**src/rtl/can_bus_arbiter_if.sv**
```systemverilog
// Requester and SJA1000 bus signals shared between the arbiter and its environment.
// Lock inputs exist only when CAN_ARB_LOCK_EN is defined.
interface can_bus_arbiter_if;
  logic       R0_REQ, R0_WE, R0_CHIP;
  logic [7:0] R0_ADDR, R0_WDATA;
  logic       R0_GNT, R0_DONE;
  logic       R1_REQ, R1_WE, R1_CHIP;
  logic [7:0] R1_ADDR, R1_WDATA;
  logic       R1_GNT, R1_DONE;
`ifdef CAN_ARB_LOCK_EN
  logic       R0_LOCK, R1_LOCK;
`endif
  logic [7:0] RDATA;
  logic [7:0] CAN_AD_O, CAN_AD_I;
  logic       CAN_AD_OE, CAN_ALE, CAN_RD_N, CAN_WR_N;
  logic       CAN_CS1_N, CAN_CS2_N, CAN_BUF_DIR;

  modport slave (
    input  R0_REQ, R0_WE, R0_CHIP, R0_ADDR, R0_WDATA,
    input  R1_REQ, R1_WE, R1_CHIP, R1_ADDR, R1_WDATA,
`ifdef CAN_ARB_LOCK_EN
    input  R0_LOCK, R1_LOCK,
`endif
    input  CAN_AD_I,
    output R0_GNT, R0_DONE, R1_GNT, R1_DONE, RDATA,
    output CAN_AD_O, CAN_AD_OE, CAN_ALE, CAN_RD_N, CAN_WR_N,
    output CAN_CS1_N, CAN_CS2_N, CAN_BUF_DIR
  );

  modport master (
    output R0_REQ, R0_WE, R0_CHIP, R0_ADDR, R0_WDATA,
    output R1_REQ, R1_WE, R1_CHIP, R1_ADDR, R1_WDATA,
`ifdef CAN_ARB_LOCK_EN
    output R0_LOCK, R1_LOCK,
`endif
    output CAN_AD_I,
    input  R0_GNT, R0_DONE, R1_GNT, R1_DONE, RDATA,
    input  CAN_AD_O, CAN_AD_OE, CAN_ALE, CAN_RD_N, CAN_WR_N,
    input  CAN_CS1_N, CAN_CS2_N, CAN_BUF_DIR
  );
endinterface

```
**src/rtl/can_bus_arbiter.sv**
```systemverilog
// Two-requester round-robin arbiter driving one SJA1000 multiplexed AD bus cycle per grant.
// GNT to DONE takes ALE_CYC+STRB_CYC+HOLD_CYC cycles; CAN_ARB_LOCK_EN adds per-requester bus locking.
module can_bus_arbiter #(
  parameter int unsigned ALE_CYC  = 1,
  parameter int unsigned STRB_CYC = 3,
  parameter int unsigned HOLD_CYC = 1
) (
  input  logic             OPB_CLK,
  input  logic             OPB_RST_N,
  can_bus_arbiter_if.slave bus
);

  typedef enum logic [2:0] {S_IDLE, S_ADDR, S_SETUP, S_STRB, S_HOLD} state_t;

  localparam logic [3:0] ALE_LD  = 4'(ALE_CYC);
  localparam logic [3:0] STRB_LD = 4'(STRB_CYC);
  localparam logic [3:0] HOLD_LD = 4'(HOLD_CYC);

  state_t     state_q, state_d;
  logic [3:0] cnt_q, cnt_d;
  logic       owner_q, owner_d;
  logic       last_q, last_d;
  logic       we_q, we_d;
  logic       chip_q, chip_d;
  logic [7:0] addr_q, addr_d;
  logic [7:0] wdata_q, wdata_d;
  logic [7:0] rdata_q, rdata_d;
  logic       win;
  logic       last_cyc;
  logic       cs_act;
`ifdef CAN_ARB_LOCK_EN
  logic [1:0] lock_q, lock_d;
`endif

  assign last_cyc = (cnt_q == 4'd1);

  // On a tie the requester that was not served last wins; a held lock overrides.
  always_comb begin
    if (bus.R0_REQ && bus.R1_REQ) begin
      win = ~last_q;
    end else begin
      win = bus.R1_REQ;
    end
`ifdef CAN_ARB_LOCK_EN
    if (lock_q[0] && bus.R0_REQ) begin
      win = 1'b0;
    end else if (lock_q[1] && bus.R1_REQ) begin
      win = 1'b1;
    end
`endif
  end

  always_ff @(posedge OPB_CLK or negedge OPB_RST_N) begin
    if (!OPB_RST_N) begin
      state_q <= S_IDLE;
      cnt_q   <= 4'd0;
      owner_q <= 1'b0;
      last_q  <= 1'b1;
      we_q    <= 1'b0;
      chip_q  <= 1'b0;
      addr_q  <= 8'h00;
      wdata_q <= 8'h00;
      rdata_q <= 8'h00;
`ifdef CAN_ARB_LOCK_EN
      lock_q  <= 2'b00;
`endif
    end else begin
      state_q <= state_d;
      cnt_q   <= cnt_d;
      owner_q <= owner_d;
      last_q  <= last_d;
      we_q    <= we_d;
      chip_q  <= chip_d;
      addr_q  <= addr_d;
      wdata_q <= wdata_d;
      rdata_q <= rdata_d;
`ifdef CAN_ARB_LOCK_EN
      lock_q  <= lock_d;
`endif
    end
  end

  always_comb begin
    state_d = state_q;
    cnt_d   = cnt_q;
    owner_d = owner_q;
    last_d  = last_q;
    we_d    = we_q;
    chip_d  = chip_q;
    addr_d  = addr_q;
    wdata_d = wdata_q;
    rdata_d = rdata_q;
`ifdef CAN_ARB_LOCK_EN
    lock_d  = lock_q;
`endif
    case (state_q)
      S_IDLE: begin
`ifdef CAN_ARB_LOCK_EN
        lock_d = 2'b00;
`endif
        if (bus.R0_REQ || bus.R1_REQ) begin
          owner_d = win;
          last_d  = win;
          we_d    = win ? bus.R1_WE    : bus.R0_WE;
          chip_d  = win ? bus.R1_CHIP  : bus.R0_CHIP;
          addr_d  = win ? bus.R1_ADDR  : bus.R0_ADDR;
          wdata_d = win ? bus.R1_WDATA : bus.R0_WDATA;
          cnt_d   = ALE_LD;
          state_d = S_ADDR;
        end
      end
      S_ADDR: begin
        if (last_cyc) begin
          cnt_d   = 4'd0;
          state_d = S_SETUP;
        end else begin
          cnt_d = cnt_q - 4'd1;
        end
      end
      S_SETUP: begin
        cnt_d   = STRB_LD;
        state_d = S_STRB;
      end
      S_STRB: begin
        if (last_cyc) begin
          if (!we_q) begin
            rdata_d = bus.CAN_AD_I;
          end
          cnt_d   = HOLD_LD;
          state_d = S_HOLD;
        end else begin
          cnt_d = cnt_q - 4'd1;
        end
      end
      S_HOLD: begin
        if (last_cyc) begin
          cnt_d   = 4'd0;
          state_d = S_IDLE;
`ifdef CAN_ARB_LOCK_EN
          lock_d  = owner_q ? {bus.R1_LOCK, 1'b0} : {1'b0, bus.R0_LOCK};
`endif
        end else begin
          cnt_d = cnt_q - 4'd1;
        end
      end
      default: begin
        cnt_d   = 4'd0;
        state_d = S_IDLE;
      end
    endcase
  end

  always_comb begin
    bus.R0_GNT      = 1'b0;
    bus.R1_GNT      = 1'b0;
    bus.R0_DONE     = 1'b0;
    bus.R1_DONE     = 1'b0;
    bus.RDATA       = rdata_q;
    bus.CAN_ALE     = 1'b0;
    bus.CAN_RD_N    = 1'b1;
    bus.CAN_WR_N    = 1'b1;
    bus.CAN_AD_OE   = 1'b0;
    bus.CAN_AD_O    = 8'h00;
    bus.CAN_BUF_DIR = 1'b0;
    cs_act          = 1'b0;
    if (state_q != S_IDLE) begin
      bus.R0_GNT = ~owner_q;
      bus.R1_GNT = owner_q;
    end
    case (state_q)
      S_ADDR: begin
        bus.CAN_ALE   = 1'b1;
        bus.CAN_AD_OE = 1'b1;
        bus.CAN_AD_O  = addr_q;
      end
      S_SETUP: begin
        bus.CAN_AD_OE = 1'b1;
        bus.CAN_AD_O  = addr_q;
      end
      S_STRB: begin
        cs_act = 1'b1;
        if (we_q) begin
          bus.CAN_WR_N  = 1'b0;
          bus.CAN_AD_OE = 1'b1;
          bus.CAN_AD_O  = wdata_q;
        end else begin
          bus.CAN_RD_N    = 1'b0;
          bus.CAN_BUF_DIR = 1'b1;
        end
      end
      S_HOLD: begin
        cs_act = 1'b1;
        if (we_q) begin
          bus.CAN_AD_OE = 1'b1;
          bus.CAN_AD_O  = wdata_q;
        end
        bus.R0_DONE = last_cyc & ~owner_q;
        bus.R1_DONE = last_cyc & owner_q;
      end
      default: begin
        cs_act = 1'b0;
      end
    endcase
    bus.CAN_CS1_N = ~(cs_act & ~chip_q);
    bus.CAN_CS2_N = ~(cs_act & chip_q);
  end

endmodule

```
**src/flat_wrapper.sv**
```systemverilog
// flat-port wrapper written by rule: the top's interface ports become plain ports
module can_bus_arbiter_flat 
#(
  parameter int unsigned ALE_CYC  = 1,
  parameter int unsigned STRB_CYC = 3,
  parameter int unsigned HOLD_CYC = 1
)
  (OPB_CLK, OPB_RST_N, bus_R0_REQ, bus_R0_WE, bus_R0_CHIP, bus_R0_ADDR, bus_R0_WDATA, bus_R1_REQ, bus_R1_WE, bus_R1_CHIP, bus_R1_ADDR, bus_R1_WDATA, bus_CAN_AD_I, bus_R0_GNT, bus_R0_DONE, bus_R1_GNT, bus_R1_DONE, bus_RDATA, bus_CAN_AD_O, bus_CAN_AD_OE, bus_CAN_ALE, bus_CAN_RD_N, bus_CAN_WR_N, bus_CAN_CS1_N, bus_CAN_CS2_N, bus_CAN_BUF_DIR);
  can_bus_arbiter_if bus_i ();
  input  logic OPB_CLK;
  input  logic OPB_RST_N;
  input wire logic [$bits(bus_i.R0_REQ)-1:0] bus_R0_REQ;
  input wire logic [$bits(bus_i.R0_WE)-1:0] bus_R0_WE;
  input wire logic [$bits(bus_i.R0_CHIP)-1:0] bus_R0_CHIP;
  input wire logic [$bits(bus_i.R0_ADDR)-1:0] bus_R0_ADDR;
  input wire logic [$bits(bus_i.R0_WDATA)-1:0] bus_R0_WDATA;
  input wire logic [$bits(bus_i.R1_REQ)-1:0] bus_R1_REQ;
  input wire logic [$bits(bus_i.R1_WE)-1:0] bus_R1_WE;
  input wire logic [$bits(bus_i.R1_CHIP)-1:0] bus_R1_CHIP;
  input wire logic [$bits(bus_i.R1_ADDR)-1:0] bus_R1_ADDR;
  input wire logic [$bits(bus_i.R1_WDATA)-1:0] bus_R1_WDATA;
  input wire logic [$bits(bus_i.CAN_AD_I)-1:0] bus_CAN_AD_I;
  output wire logic [$bits(bus_i.R0_GNT)-1:0] bus_R0_GNT;
  output wire logic [$bits(bus_i.R0_DONE)-1:0] bus_R0_DONE;
  output wire logic [$bits(bus_i.R1_GNT)-1:0] bus_R1_GNT;
  output wire logic [$bits(bus_i.R1_DONE)-1:0] bus_R1_DONE;
  output wire logic [$bits(bus_i.RDATA)-1:0] bus_RDATA;
  output wire logic [$bits(bus_i.CAN_AD_O)-1:0] bus_CAN_AD_O;
  output wire logic [$bits(bus_i.CAN_AD_OE)-1:0] bus_CAN_AD_OE;
  output wire logic [$bits(bus_i.CAN_ALE)-1:0] bus_CAN_ALE;
  output wire logic [$bits(bus_i.CAN_RD_N)-1:0] bus_CAN_RD_N;
  output wire logic [$bits(bus_i.CAN_WR_N)-1:0] bus_CAN_WR_N;
  output wire logic [$bits(bus_i.CAN_CS1_N)-1:0] bus_CAN_CS1_N;
  output wire logic [$bits(bus_i.CAN_CS2_N)-1:0] bus_CAN_CS2_N;
  output wire logic [$bits(bus_i.CAN_BUF_DIR)-1:0] bus_CAN_BUF_DIR;
  assign bus_i.R0_REQ = bus_R0_REQ;
  assign bus_i.R0_WE = bus_R0_WE;
  assign bus_i.R0_CHIP = bus_R0_CHIP;
  assign bus_i.R0_ADDR = bus_R0_ADDR;
  assign bus_i.R0_WDATA = bus_R0_WDATA;
  assign bus_i.R1_REQ = bus_R1_REQ;
  assign bus_i.R1_WE = bus_R1_WE;
  assign bus_i.R1_CHIP = bus_R1_CHIP;
  assign bus_i.R1_ADDR = bus_R1_ADDR;
  assign bus_i.R1_WDATA = bus_R1_WDATA;
  assign bus_i.CAN_AD_I = bus_CAN_AD_I;
  assign bus_R0_GNT = bus_i.R0_GNT;
  assign bus_R0_DONE = bus_i.R0_DONE;
  assign bus_R1_GNT = bus_i.R1_GNT;
  assign bus_R1_DONE = bus_i.R1_DONE;
  assign bus_RDATA = bus_i.RDATA;
  assign bus_CAN_AD_O = bus_i.CAN_AD_O;
  assign bus_CAN_AD_OE = bus_i.CAN_AD_OE;
  assign bus_CAN_ALE = bus_i.CAN_ALE;
  assign bus_CAN_RD_N = bus_i.CAN_RD_N;
  assign bus_CAN_WR_N = bus_i.CAN_WR_N;
  assign bus_CAN_CS1_N = bus_i.CAN_CS1_N;
  assign bus_CAN_CS2_N = bus_i.CAN_CS2_N;
  assign bus_CAN_BUF_DIR = bus_i.CAN_BUF_DIR;
  can_bus_arbiter #(.ALE_CYC(ALE_CYC), .STRB_CYC(STRB_CYC), .HOLD_CYC(HOLD_CYC)) u_core (.OPB_CLK(OPB_CLK), .OPB_RST_N(OPB_RST_N), .bus(bus_i));
endmodule
```
**config.mk**
```make
export PLATFORM = sky130hd
export DESIGN_NAME = can_bus_arbiter_flat
export DESIGN_NICKNAME = d
export VERILOG_FILES = /design/src/rtl/can_bus_arbiter_if.sv /design/src/rtl/can_bus_arbiter.sv /design/src/flat_wrapper.sv
export SDC_FILE = /design/constraint.sdc
export NUM_CORES = 1
export LEC_CHECK = 0
export ABC_AREA = 1
export CAP_MARGIN = 5
export CELL_PAD_IN_SITES_DETAIL_PLACEMENT = 0
export CELL_PAD_IN_SITES_GLOBAL_PLACEMENT = 1
export CORE_MARGIN = 1.5
export CORE_UTILIZATION = 33
export DETAILED_ROUTE_END_ITERATION = 8
export GPL_ROUTABILITY_DRIVEN = 0
export PLACE_DENSITY = 0.84
export SLEW_MARGIN = 20
export SYNTH_ARGS = -nofsm -noshare
export SYNTH_HDL_FRONTEND = slang
export SYNTH_SLANG_ARGS = --single-unit
```
**constraint.sdc**
```tcl
create_clock -name OPB_CLK -period 3.52 [get_ports OPB_CLK]
set_input_delay 0.704 -clock OPB_CLK [delete_from_list [all_inputs] [get_ports OPB_CLK]]
set_output_delay 0.704 -clock OPB_CLK [all_outputs]
set_load 0.1 [all_outputs]
```
==> flow_metrics.py, run 1 <==
metrics = {
    "floorplan": {
        "io_pins": 75,
        "start_util_pct": 33.8,
        "placementRows": 28,
        "die_w_um": 80.7,
        "die_h_um": 80.7,
        "fp.coreArea_um2": 5890,
        "die-area_um2": 6510,
    },
    "layout": {
        "antenna_cells": 0,
        "finish.utilization_pct": 47.7,
        "drive_above_1_share_pct": 12.6,
        "fin_nets": 405,
        "area_growth_syn_to_layout_pct": 40.9,
    },
    "detailed_routing": {
        "drcViolationCount": 0,
        "via_per_inst": 4.49,
        "routedWlPerCell_um": 11.6,
        "ant_nets": 0,
        "drtIter0Drc": 82,
        "wl_um": 5020,
        "drt_pre_antenna_iters": 4,
        "num_vias": 1937,
    },
    "placed_design": {
        "dp_hpwl_um": 3740,
        "port_buffers": 74,
        "pre_cts_ws_ps": 1200,
    },
    "grt": {
        "grt_pass1_wl_um": 8260,
        "grt_overflow": 0,
        "grt_max_degree": 36,
        "antenna_found_initial": 0,
        "track_usage_pct": 16.5,
        "grt_pass1_vias": 1891,
    },
    "timing": {
        "post-route-period-util_pct": 71.8,
        "relSlewSlack_pct": 34.6,
        "hold_ws_ps": 473,
        "period_minus_slack_ps": 2530,
        "worstMarginPinSlew_ps": 979,
        "finalHoldViolCount": 0,
        "setup_slack_ps": 992,
        "max_clock_freq_mhz": 396,
        "rsz0062_at_grt": "no",
        "slew_violations": 0,
        "finalSetupTns_ps": 0,
        "setup-violations-final": 0,
        "skew_ps": 5.17,
    },
    "synthesis": {
        "post_synth.cell_area_avg_um2": 7.08,
        "ys_types": 23,
        "netlist_area_um2": 1990,
        "yosysMostFrequentCell": "nand2_1",
        "synth_nets": 331,
        "yosys_warnings": 0,
        "ys.flop_type": "dfrtp_1",
        "yosysTopAreaCell": "dfrtp_1",
        "yosysSeqAreaShare_pct": 44.1,
        "ys_top_cells_by_count": "nand2_1 (139), dfrtp_1 (34), inv_1 (23), o21ai_0 (21), nand3_1 (20)",
        "synth_edf_count": 0,
        "ys_ff_latch": 35,
        "syn_inst": 281,
        "synthTopCellsByArea": "dfrtp_1 (43%), nand2_1 (26%), o21ai_0 (5.3%)",
        "synth_top_cell_area_share_pct": 42.7,
        "ys_async_sr_fraction_pct": 100,
    },
    "setup_path": {
        "crit_required_ps": 2820,
        "cp.arrival_ps": 1820,
        "cp-start-kind": "flip-flop",
        "endpoint_kind": "output port",
        "reg2reg_depth": 6,
        "worstPathMaxFanout": 9,
        "critical_path_class": "reg -> out",
    },
    "run": {
        "maxCapViolCount": 0,
    },
    "clock_tree": {
        "cts_root_buffer": "clkbuf_8",
        "insertion_delay_ps": 290,
        "cts_tree": "built",
        "cts.repair.resized": 0,
        "cts_setup_buffers": 0,
        "clock_sinks": 35,
        "clockBufferDepth": 2,
        "clkTransAtPathRegs_ps": 70,
        "cts_max_level": 2,
        "numCtsBuffers": 5,
        "hold_buffers": 0,
    },
    "worst_hold_path": {
        "hp-class": "reg -> reg",
        "whs_path_depth": 2,
    },
    "run_status": {
        "status": "completed",
    },
}
-- logic make-up (layout without fill, tap and decap cells) --
family,after synthesis,count (layout),synth area share (%)
AO/OA/AOI/OAI,31,31,8.17
adder cells (fa/ha/maj),2,2,1.26
buffers and inverters,34,109,8.23
flip-flops,35,35,44.1
AND/OR/NAND/NOR,179,179,38.3
-- state kept, by name, summed over array words and instances (netlist names) --
register,cells
u_core.we_q,1
u_core.state_q,3
u_core.chip_q,1
u_core.addr_q,8
u_core.bus.RDATA,8
u_core.owner_q,1
u_core.cnt_q,4
u_core.last_q,1
u_core.wdata_q,8
-- through the flow --
stage	area, um2	instances
finish	2810	431
global route	2810	431
CTS	2810	431
detailed placement	2710	423
global placement	2710	423
floorplan	1990	281
-- critical path, cell delays in order, from the launching register on --
cell     delay (ps)
dfrtp_1         460
nor2_4          190
nand2_1         100
nand2_2         120
nand2_2         150
o21ai_1         200
buf_4           320
-- routing by layer --
layer,track usage [%],vias up,wire length (um)
met5,0,-,0
met4,4.14,0,46
met3,4.43,5,346
met2,29.5,62,2480
met1,19.5,848,2140
li1,-,1022,-
-- worst paths after layout --
path | slack [ps] | start | end
max in group asynchronous | 2510 | OPB_RST_N | u_core.owner_q
worst min register to register | 470 | u_core.bus.RDATA[0] | u_core.bus.RDATA[0]
worst min-delay path | 470 | u_core.bus.RDATA[0] | u_core.bus.RDATA[0]
worst max-delay path | 990 | u_core.state_q[1] | bus_CAN_AD_O[6]
worst max register to register | 1970 | u_core.state_q[2] | u_core.bus.RDATA[6]
min in group asynchronous | 500 | OPB_RST_N | u_core.cnt_q[3]
-- final cells by class --
cell class	count	area (um2)
repair buffers	75	696
flip-flops and latches	35	877
fillers	620	3080
clock buffers	7	86.3
clock inverters	1	5.00
multi-input cells	212	950
inverters	26	97.6
well taps	75	93.8
-- placed cells by master, fill, tap and decap left out --
cell type,instances
clkbuf_1,1
inv_2,3
nor2_1,7
o21ai_2,2
nand2_2,5
dfstp_2,1
dfrtp_1,34
nand3_1,20
clkinv_2,1
clkbuf_8,6
nor2_8,1
buf_4,20
nor2_4,2
nand3_2,1
nor2_2,1
nand2_4,1
buf_2,1
nand4_1,2
o21ai_0,21
inv_1,23
ha_1,2
clkdlybuf4s50_1,54
o21ai_1,8
nand2_1,139
Power of run 1 is not shown: default switching activity piles up to over one toggle a cycle in this logic, so the estimate is an artifact.
==> run 2, diff against run 1 <==
- CORE_UTILIZATION: 33 -> 30
- PLACE_DENSITY: 0.84 -> 0.77
- clock period: 3.52 -> 2.5 ns (I/O delays scaled with it)
==> run 2 against run 1 <==
Net effect: utilization is 0.72 points lower; register-to-register slack got worse by 980 ps; die area is 9.6% higher; worst hold slack got worse by 180 ps; worst setup slack worse by 800 ps; largest cell class unchanged.
==> flow_metrics.py, run 2 (same netlist as run 1, synthesis figures left out) <==
metrics = {
    "floorplan": {
        "placementRows": 29,
        "io_pins": 75,
        "die_h_um": 84.5,
        "fp.coreArea_um2": 6390,
        "die-area_um2": 7130,
        "start_util_pct": 31.2,
        "die_w_um": 84.5,
    },
    "detailed_routing": {
        "wl_um": 5130,
        "ant_nets": 0,
        "wl_met3_um": 355,
        "drt_pre_antenna_iters": 4,
        "num_vias": 1960,
        "via_per_inst": 4.51,
        "drt-met1-wl_um": 2270,
        "routedWlPerCell_um": 11.8,
        "drcViolationCount": 0,
        "dr_wl_met2_um": 2450,
        "drtIter0Drc": 60,
        "routed.top_layer": "met4",
    },
    "clock_tree": {
        "clkTransAtPathRegs_ps": 70,
        "clock_sinks": 35,
        "cts_tree": "built",
        "cts_max_level": 2,
        "cts_setup_buffers": 0,
        "numCtsBuffers": 5,
        "cts_root_buffer": "clkbuf_8",
        "insertion_delay_ps": 290,
        "hold_buffers": 0,
        "clockBufferDepth": 2,
        "cts.repair.resized": 0,
    },
    "run": {
        "maxCapViolCount": 0,
    },
    "setup_path": {
        "worstPathMaxFanout": 9,
        "crit_required_ps": 2000,
        "endpoint_kind": "output port",
        "r2r-end": "u_core.bus.RDATA[5]",
        "cp.arrival_ps": 1810,
        "r2r-start": "u_core.cnt_q[1]",
        "ff2ff_setup_slack_ps": 990,
        "reg2reg_depth": 8,
        "critical_path_class": "reg -> out",
        "crit_path_end": "bus_CAN_AD_O[6]",
        "cp-start-kind": "flip-flop",
        "worstSetupStartpoint": "u_core.state_q[1]",
    },
    "timing": {
        "skew_ps": 5.91,
        "setup_slack_ps": 191,
        "period_minus_slack_ps": 2310,
        "slew_violations": 0,
        "relSlewSlack_pct": 47.0,
        "rsz0062_at_grt": "no",
        "hold_ws_ps": 290,
        "worstMarginPinSlew_ps": 795,
        "post-route-period-util_pct": 92.4,
        "max_clock_freq_mhz": 433,
        "finalHoldViolCount": 0,
        "setup-violations-final": 0,
    },
    "placed_design": {
        "placed_cells": 427,
        "dp_hpwl_um": 3860,
        "port_buffers": 74,
        "pre_cts_ws_ps": 517,
    },
    "layout": {
        "final_cell_mix": "nand2_1 (139), clkdlybuf4s50_1 (46), dfrtp_1 (34), inv_1 (23), o21ai_0 (21)",
        "finish.utilization_pct": 46.9,
        "mostFrequentLayoutCell": "nand2_1",
        "layout.cells.non_filler": 435,
        "antenna_cells": 0,
        "drive_above_1_share_pct": 17.3,
        "area_growth_syn_to_layout_pct": 50.6,
        "fin_nets": 407,
    },
    "grt": {
        "grt_pass1_vias": 1942,
        "grt_max_degree": 36,
        "grt_overflow": 0,
        "track_usage_pct": 15.4,
        "grt_pass1_wl_um": 8830,
        "antenna_found_initial": 0,
    },
    "run_status": {
        "status": "completed",
    },
    "worst_hold_path": {
        "hp-class": "in -> async",
    },
}
-- run 2: changes by cell type in the layout (fill, tap and decap cells not counted) --
cell,before,now
clkdlybuf4s50_1,54,46
buf_4,20,16
clkbuf_1,1,2
clkbuf_8,6,5
buf_12,0,14
o21ai_1,8,0
o21ai_2,2,10
-- run 2: routing by layer --
| layer | global-route usage, % | vias up |
|---|---|---|
| li1 | - | 1030 |
| met5 | 0 | - |
| met1 | 19.2 | 864 |
| met4 | 3.67 | 0 |
| met3 | 4.33 | 6 |
| met2 | 26.5 | 60 |
-- run 2: worst max-delay path, cell delays in order, from the launching register on --
cell	delay, ps
dfrtp_1	470
nor2_4	190
nand2_1	100
nand2_2	120
nand2_2	180
o21ai_2	250
buf_12	210
-- run 2: cell type report --
class                   count  area (um2)
clock inverters             1        5.00
flip-flops and latches     35         877
clock buffers               7        76.3
repair buffers             77         866
well taps                  77        96.3
multi-input cells         212         980
inverters                  26        97.6
fillers                   636        3390
-- run 2: how the worst min path moves through the flow --
stage / end / slack (ps) / cells past startpoint / startpoint
after floorplan: u_core.addr_q[0] / 200 / 0 / OPB_RST_N
after global placement: u_core.bus.RDATA[4] / 450 / 2 / u_core.bus.RDATA[4]
after detailed placement: u_core.bus.RDATA[1] / 460 / 2 / u_core.bus.RDATA[1]
after CTS: u_core.bus.RDATA[2] / 330 / 1 / OPB_RST_N
after global routing: u_core.cnt_q[2] / 370 / 1 / OPB_RST_N
final: u_core.cnt_q[2] / 290 / 1 / OPB_RST_N
-- run 2: through the flow --
| step | cell area (um2) | setup TNS, ps |
|---|---|---|
| 2_1_floorplan | 2020 | -705 |
| 3_3_place_gp | 2920 | 0 |
| 3_5_place_dp | 2920 | 0 |
| 4_1_cts | 3000 | 0 |
| 5_1_grt | 3000 | 0 |
| 6_report | 3000 | 0 |
Power of run 2 is left out for the same reason.
